`src/rtl/sw_result_collector_pkg.sv`:
```
// rtl/sw_result_collector_pkg.sv - shared widths, FSM states and score helper for the result collector
package sw_result_collector_pkg;

  localparam int CALC_BIT      = 16;  // signed score width
  localparam int MAX_T_NUM_BIT = 8;   // target index width
  localparam int SW_QID_BIT    = 8;   // default query-ID counter width

  typedef enum logic {
    ST_IDLE   = 1'b0,  // no beat since the last close
    ST_ACTIVE = 1'b1   // at least one beat folded into the current query
  } sw_state_e;

  // Strictly-greater signed compare; ties keep the earlier target.
  function automatic logic sw_beats(input logic signed [CALC_BIT-1:0] a,
                                    input logic signed [CALC_BIT-1:0] b);
    return a > b;
  endfunction

endpackage

```
`src/rtl/sw_result_fifo.sv`:
```
// rtl/sw_result_fifo.sv - synchronous record FIFO with registered head outputs
// Purpose: stores result records; head entry and valid flag are registers.
// Ports:
//   clk, rst_n   clock, asynchronous active-low reset
//   clr_i        synchronous clear of contents and overflow flag
//   push_i/din_i write request and data (dropped when full without a pop)
//   pop_i        host ready; a pop occurs when pop_i and valid_o are high
//   valid_o/dout_o registered head entry, zero when empty
//   full_o/empty_o occupancy flags
//   overflow_o   sticky: a push was dropped
module sw_result_fifo #(
  parameter int DEPTH = 8,
  parameter int WIDTH = 8
) (
  input  logic             clk,
  input  logic             rst_n,
  input  logic             clr_i,
  input  logic             push_i,
  input  logic [WIDTH-1:0] din_i,
  input  logic             pop_i,
  output logic             valid_o,
  output logic [WIDTH-1:0] dout_o,
  output logic             full_o,
  output logic             empty_o,
  output logic             overflow_o
);

  localparam int AW = $clog2(DEPTH);
  localparam int CW = AW + 1;

  logic [WIDTH-1:0] r_mem [DEPTH];
  logic [AW-1:0]    r_wr_ptr;
  logic [AW-1:0]    r_rd_ptr;
  logic [CW-1:0]    r_count;
  logic             r_valid;
  logic [WIDTH-1:0] r_dout;
  logic             r_overflow;

  logic             w_pop;
  logic             w_full;
  logic             w_wr;
  logic             w_drop;
  logic [AW-1:0]    w_rd_ptr_nxt;
  logic [CW-1:0]    w_count_nxt;
  logic [WIDTH-1:0] w_head_nxt;

  assign w_pop  = pop_i & r_valid;
  assign w_full = (r_count == CW'(DEPTH));
  // A pop in the same cycle frees the slot, so a full FIFO still accepts.
  assign w_wr   = push_i & (~w_full | w_pop);
  assign w_drop = push_i & w_full & ~w_pop;

  always_comb begin
    w_rd_ptr_nxt = r_rd_ptr + AW'(w_pop);
    w_count_nxt  = r_count + CW'(w_wr) - CW'(w_pop);
    w_head_nxt   = '0;
    if (w_count_nxt != '0) begin
      // The next head may be the entry being written this very cycle.
      if (w_wr && (r_wr_ptr == w_rd_ptr_nxt)) w_head_nxt = din_i;
      else                                    w_head_nxt = r_mem[w_rd_ptr_nxt];
    end
  end

  always_ff @(posedge clk) begin
    if (w_wr && !clr_i) r_mem[r_wr_ptr] <= din_i;
  end

  always_ff @(posedge clk or negedge rst_n) begin
    if (!rst_n) begin
      r_wr_ptr   <= '0;
      r_rd_ptr   <= '0;
      r_count    <= '0;
      r_valid    <= 1'b0;
      r_dout     <= '0;
      r_overflow <= 1'b0;
    end else if (clr_i) begin
      r_wr_ptr   <= '0;
      r_rd_ptr   <= '0;
      r_count    <= '0;
      r_valid    <= 1'b0;
      r_dout     <= '0;
      r_overflow <= 1'b0;
    end else begin
      r_wr_ptr   <= r_wr_ptr + AW'(w_wr);
      r_rd_ptr   <= w_rd_ptr_nxt;
      r_count    <= w_count_nxt;
      r_valid    <= (w_count_nxt != '0);
      r_dout     <= w_head_nxt;
      r_overflow <= r_overflow | w_drop;
    end
  end

  assign valid_o    = r_valid;
  assign dout_o     = r_dout;
  assign full_o     = w_full;
  assign empty_o    = ~r_valid;
  assign overflow_o = r_overflow;

endmodule

```
`src/rtl/sw_result_collector.sv`:
```
// rtl/sw_result_collector.sv - per-query best-score collector feeding a record FIFO
// Purpose: folds per-target score beats into a running best, and on each query
//   close pushes {qid, best score, best index, mismatch vs engine max}.
// Optional feature: define SW_RESULT_THRESH_EN to add thresh_i; queries whose
//   best score is below thresh_i push no record (qid still advances).
// Ports:
//   clk, rst_n        clock, asynchronous active-low reset
//   start_i           synchronous clear of all collection state (highest priority)
//   valid_i, result_i, match_idx_i  score beat
//   max_result_i      engine running maximum, sampled at close
//   change_q_i        closes the current query
//   thresh_i          (SW_RESULT_THRESH_EN only) minimum score worth recording
//   rec_valid_o/rec_ready_i  record handshake
//   rec_qid_o, rec_score_o, rec_idx_o, rec_mismatch_o  record fields
//   overflow_o        sticky: a record was dropped
module sw_result_collector
  import sw_result_collector_pkg::*;
#(
  parameter int FIFO_DEPTH = 8,
  parameter int QID_BIT    = SW_QID_BIT
) (
  input  logic                     clk,
  input  logic                     rst_n,
  input  logic                     start_i,
  input  logic                     valid_i,
  input  logic [CALC_BIT-1:0]      result_i,
  input  logic [MAX_T_NUM_BIT-1:0] match_idx_i,
  input  logic [CALC_BIT-1:0]      max_result_i,
  input  logic                     change_q_i,
`ifdef SW_RESULT_THRESH_EN
  input  logic [CALC_BIT-1:0]      thresh_i,
`endif
  output logic                     rec_valid_o,
  input  logic                     rec_ready_i,
  output logic [QID_BIT-1:0]       rec_qid_o,
  output logic [CALC_BIT-1:0]      rec_score_o,
  output logic [MAX_T_NUM_BIT-1:0] rec_idx_o,
  output logic                     rec_mismatch_o,
  output logic                     overflow_o
);

  localparam int REC_W = 1 + QID_BIT + CALC_BIT + MAX_T_NUM_BIT;

  sw_state_e                  r_state;
  sw_state_e                  w_state_nxt;
  logic signed [CALC_BIT-1:0] r_best_score;
  logic [MAX_T_NUM_BIT-1:0]   r_best_idx;
  logic [QID_BIT-1:0]         r_qid;

  logic signed [CALC_BIT-1:0] w_fold_score;
  logic [MAX_T_NUM_BIT-1:0]   w_fold_idx;
  logic                       w_nonempty;
  logic                       w_pass;
  logic                       w_push;
  logic                       w_mismatch;
  logic [REC_W-1:0]           w_rec_in;
  logic [REC_W-1:0]           w_rec_out;
  logic                       w_full;
  logic                       w_empty;

  always_ff @(posedge clk or negedge rst_n) begin
    if (!rst_n) r_state <= ST_IDLE;
    else        r_state <= w_state_nxt;
  end

  always_comb begin
    w_state_nxt = r_state;
    if (start_i)         w_state_nxt = ST_IDLE;
    else if (change_q_i) w_state_nxt = ST_IDLE;
    else if (valid_i)    w_state_nxt = ST_ACTIVE;
  end

  // Running best including the current beat, so a beat arriving with the
  // close is part of the record.
  always_comb begin
    w_fold_score = r_best_score;
    w_fold_idx   = r_best_idx;
    if (valid_i && ((r_state == ST_IDLE) || sw_beats(result_i, r_best_score))) begin
      w_fold_score = result_i;
      w_fold_idx   = match_idx_i;
    end
  end

  assign w_nonempty = (r_state == ST_ACTIVE) | valid_i;
  assign w_mismatch = (w_fold_score != max_result_i);

`ifdef SW_RESULT_THRESH_EN
  assign w_pass = ~(w_fold_score < $signed(thresh_i));
`else
  assign w_pass = 1'b1;
`endif

  assign w_push   = ~start_i & change_q_i & w_nonempty & w_pass;
  assign w_rec_in = {w_mismatch, r_qid, w_fold_score, w_fold_idx};

  always_ff @(posedge clk or negedge rst_n) begin
    if (!rst_n) begin
      r_best_score <= '0;
      r_best_idx   <= '0;
      r_qid        <= '0;
    end else if (start_i) begin
      r_best_score <= '0;
      r_best_idx   <= '0;
      r_qid        <= '0;
    end else if (change_q_i) begin
      r_best_score <= '0;
      r_best_idx   <= '0;
      r_qid        <= r_qid + 1'b1;
    end else if (valid_i) begin
      r_best_score <= w_fold_score;
      r_best_idx   <= w_fold_idx;
    end
  end

  sw_result_fifo #(
    .DEPTH (FIFO_DEPTH),
    .WIDTH (REC_W)
  ) u_fifo (
    .clk        (clk),
    .rst_n      (rst_n),
    .clr_i      (start_i),
    .push_i     (w_push),
    .din_i      (w_rec_in),
    .pop_i      (rec_ready_i),
    .valid_o    (rec_valid_o),
    .dout_o     (w_rec_out),
    .full_o     (w_full),
    .empty_o    (w_empty),
    .overflow_o (overflow_o)
  );

  assign {rec_mismatch_o, rec_qid_o, rec_score_o, rec_idx_o} = w_rec_out;

  logic w_unused;
  assign w_unused = w_full ^ w_empty;

endmodule

```
`config.mk`:
```
export PLATFORM = sky130hd
export DESIGN_NAME = sw_result_collector
export DESIGN_NICKNAME = d
export VERILOG_FILES = /design/src/rtl/sw_result_collector_pkg.sv /design/src/rtl/sw_result_fifo.sv /design/src/rtl/sw_result_collector.sv
export SDC_FILE = /design/constraint.sdc
export NUM_CORES = 1
export LEC_CHECK = 0
export CORE_ASPECT_RATIO = 1.2
export CORE_UTILIZATION = 64
export DETAILED_ROUTE_END_ITERATION = 10
export PLACE_DENSITY = 0.92
export SETUP_SLACK_MARGIN = 0.5
export SLEW_MARGIN = 30
export SYNTH_ARGS = -nofsm -noshare
export SYNTH_HDL_FRONTEND = slang
export SYNTH_SLANG_ARGS = --single-unit
```
`constraint.sdc`:
```
create_clock -name clk -period 12.2 [get_ports clk]
set_clock_uncertainty 0.1 [all_clocks]
set_input_delay 3.66 -clock clk [delete_from_list [all_inputs] [get_ports clk]]
set_output_delay 3.66 -clock clk [all_outputs]
set_load 0.05 [all_outputs]
```
==> results by stage <==
Worst setup path:
- The startpoint type of the worst setup path is an input pin.
- The critical path goes through clkdlybuf4s50_1, ha_1, and3_4, a221oi_2, nor2_1, nor3_4, mux2i_4, buf_4, mux2i_1, o221ai_1, a2111oi_2, nand2_1.
- The startpoint of the worst setup timing path is result_i[7].
- In this run the worst path has a maximum fanout of 20.
- The worst register-to-register path begins at r_best_score[7].
- Data on the critical path arrives at its endpoint at 7.53 ns.
- The endpoint identified for the worst register-to-register timing path is u_fifo.r_mem[6][32].
- The critical path is of the in2reg type.
- For the worst setup path, the data required time is 12.33 ns.
- The worst register-to-register path has a depth of 12.
- The kind of end point of the critical path is a flip-flop.
- The cell at the slowest stage of the critical path is mux2i_4.
- The register-to-register path setup slack is 7.97 ns.
- The critical path's largest stage delay is 0.50 ns.

Synth:
- The largest area contributor in the synthesized netlist is edfxtp_1.
- Yosys instantiated no cell more often than edfxtp_1.
- Summing every instance area after synthesis gives 14,200 um2.
- The synthesis-stage register bit count is 342.
- The fraction of post-synthesis cell area in the top cell type by area is 56.0%.
- Counting every net in the synthesized netlist gives 913.
- The predominant post-synthesis flop cell is edfxtp_1.
- The number of warnings reported in the yosys synthesis log is 0.
- By area the synthesized netlist is led by edfxtp_1, dfrtp_1, mux4_2.
- The post-synthesis instance total is 840.
- After synthesis, the share of flip-flops with an asynchronous set or reset is 22.8%.
- The number of synthesized flops with an enable pin is 264.
- Of the synthesized area, sequential elements account for 69.8%.
- The mean cell area of the mapped netlist is 16.9 um2.
- The synthesized netlist contains 45 unique library cells.
- After synthesis, the most frequently instantiated cells are edfxtp_1, dfrtp_1, mux4_2, a211oi_1, inv_1.

Clock tree:
- The clock insertion delay at the later pin of the skew report is 0.55 ns.
- The TritonCTS clock tree is done.
- The clock slew at the register clock pins of the worst setup and hold paths is 0.06 ns.
- The buffer levels on the longest clock path is 3.
- The H-tree depth is 1.
- In this run the clock root is driven by a clkbuf_16.
- Buffers added to address setup during post-CTS repair amount to 0.
- The TritonCTS buffer count is 30.
- The total clock sinks is 342.
- Gates resized during post-CTS repair numbered 0.
- The count of hold buffers inserted by post-cts repair is 0.

GRT:
- The total overflow reported by the global router is 0.
- The first-pass GRT wire length is 49.4 mm.
- Entering global routing, the biggest net connects 68 pins.
- The overall global routing resource usage is 30.5%.
- The number of antenna violations at the first check in global routing is 0.
- The number of global-route vias before repair came to 8,593.

Place:
- In this run the tool buffered the top-level ports with 80 buffer cells.
- The number of placed instances, taps included, is 1,168.
- In this run the cell area measured after placement is 15,300 um2.
- Once detailed placement completed, the half-perimeter wirelength came to 17.5 mm.
- The last weighted congestion value of the routability-driven placer is 0.903.

Pwr:
- The design draws 3.32 mW.
- The power density of the placed cells is 203 nW/um2.
- The cell leakage power is 5.84 nW.
- The maximum VDD drop is 0.000246 V.

Floorplanning:
- The initial core utilization is 65.3%.
- In this run the core area contains 59 standard-cell rows.
- The placeable core region is 21,700 um2.
- Measured along the y axis, the die boundary spans 165 um.
- In this run the horizontal extent of the chip is 138 um.
- The die area is 22,700 um2.
- For this design the top-level I/O count stands at 81.

Routing:
- In the final routed layout, each cell accounts on average for 27.3 um.
- The number of nets still failing antenna checks after routing is 0.
- Summing over every cut layer, the via total after detailed routing is 8,242.
- After detailed routing, the number of remaining DRC violations is 0.
- Using the TritonRoute via totals, the vias-per-cell ratio works out to 6.73.
- Summed over all layers, the routed wires come to 33.4 mm.
- The first TritonRoute pass finished after 6 iterations.
- The detailed router finished its first iteration with 875 violations.

Run status:
- The flow ran to the end, and the final reports show no timing, DRC or antenna violations.

Timing:
- In the final timing run, aggregate negative setup slack is 0 ns.
- Setup violations remaining at the end of the flow were counted as 0.
- The worst pin sits at a relative slew slack of 36.4%.
- The share of the cycle needed by the critical path after routing is 60.7%.
- Setup repair after global routing left no endpoint under its margin.
- For this run, the top clock speed supported by timing is 0.135 GHz.
- The final max-slew violation count is 0.
- The final-report hold violation count is 0.
- The transition time of the tightest slew-check pin is 0.941 ns.
- The minimum clock period is 7.41 ns.

Finish:
- The final layout net count is 1,000.
- The area of all placed cells without fillers is 16,400 um2.
- Once layout is complete, the cells apart from fillers number 1,225.
- The area overhead of the layout relative to synthesis is 15.5%.
- The number of antenna diodes in the final layout is 0.
- The share of final-layout standard cells stronger than drive strength 1 is 15.7%.

Hold path:
- The worst hold path passes through 2 cells.
- The tightest min-delay check is of the reg2reg type.
- The worst hold path terminates at r_best_idx[7].
- The startpoint identified for the worst hold timing path is r_best_idx[7].

Job:
- Across the run, the number of max-cap violations was 0.
layout make-up:
class / instances / area, um2
clock buffers: 39 / 846
clock inverters: 17 / 135
fillers: 1170 / 5350
inverters: 50 / 188
multi-input cells: 405 / 4010
flip-flops and latches: 342 / 9880
well taps: 274 / 343
repair buffers: 98 / 957
flip-flops by register name (all words and copies together), names as in the netlist:
register and count:
u_fifo.r_wr_ptr 3, u_fifo.dout_o 33, u_fifo.valid_o 1, r_qid 8, u_fifo.r_mem 264, r_best_idx 8
u_fifo.r_rd_ptr 3, u_fifo.overflow_o 1, u_fifo.r_count 4, r_state 1, r_best_score 16
report_power, final:
group,internal [mW],switching (mW)
clock network,0.529,0.414
logic,0.405,0.602
registers,1.34,0.0298
per-stage QoR:
step	worst slack, ns	hold WS (ns)	utilization, %
floorplan	4.57	0.350	-
global placement	4.55	0.362	70.7
detailed placement	4.30	0.375	70.7
CTS	4.87	0.389	75.2
global route	4.63	0.433	75.4
finish	4.79	0.396	75.4
layer usage:
| layer | share of wire, % | vias up | track usage, % |
|---|---|---|---|
| li1 | - | 3388 | - |
| met1 | 35 | 4162 | 39.3 |
| met2 | 51 | 587 | 50.8 |
| met3 | 10 | 105 | 5.31 |
| met4 | 3.6 | 0 | 14.3 |
| met5 | 0 | - | 0 |
cell families after synthesis:
kind of cell	Yosys count	share of synthesized area, %
buf+inv	93	2.65
fa+ha+maj	27	2.44
xor+xnor	36	2.23
mux	97	12.8
simple gates	135	4.98
flops	342	69.8
compound gates	110	5.15
worst max-delay path by stage:
stage                                endpoint  slack, ns  cells after the start
after floorplan            u_fifo.r_mem[5][0]       4.57                      5
after global placement    u_fifo.r_mem[0][32]       4.55                     12
after detailed placement  u_fifo.r_mem[3][32]       4.30                     12
after CTS                 u_fifo.r_mem[1][32]       4.87                     12
after global routing      u_fifo.r_mem[6][32]       4.63                     12
final                     u_fifo.r_mem[6][32]       4.79                     12
worst max-delay path, delay by kind of cell:
family	cells	cell delay (ns)
muxes	2	0.90
buffers and inverters	2	0.88
and+or+nand+nor	4	0.81
adders and majority gates	1	0.36
AOI/OAI and AO/OA	3	0.92
layout by cell type, fill, tap and decap left out, types with 24 or more instances in the layout:
cell type,netlist,routed
mux2i_1,29,29
nor2b_1,34,33
clkdlybuf4s50_1,0,79
a211oi_1,53,53
dfrtp_1,78,78
inv_1,50,50
edfxtp_1,264,264
ha_1,26,24
mux4_2,66,66
o21ai_0,27,27
nor2_1,32,31
clkbuf_16,0,31
nand2_1,36,36
No activity file was read; power rests on OpenSTA's default activity.
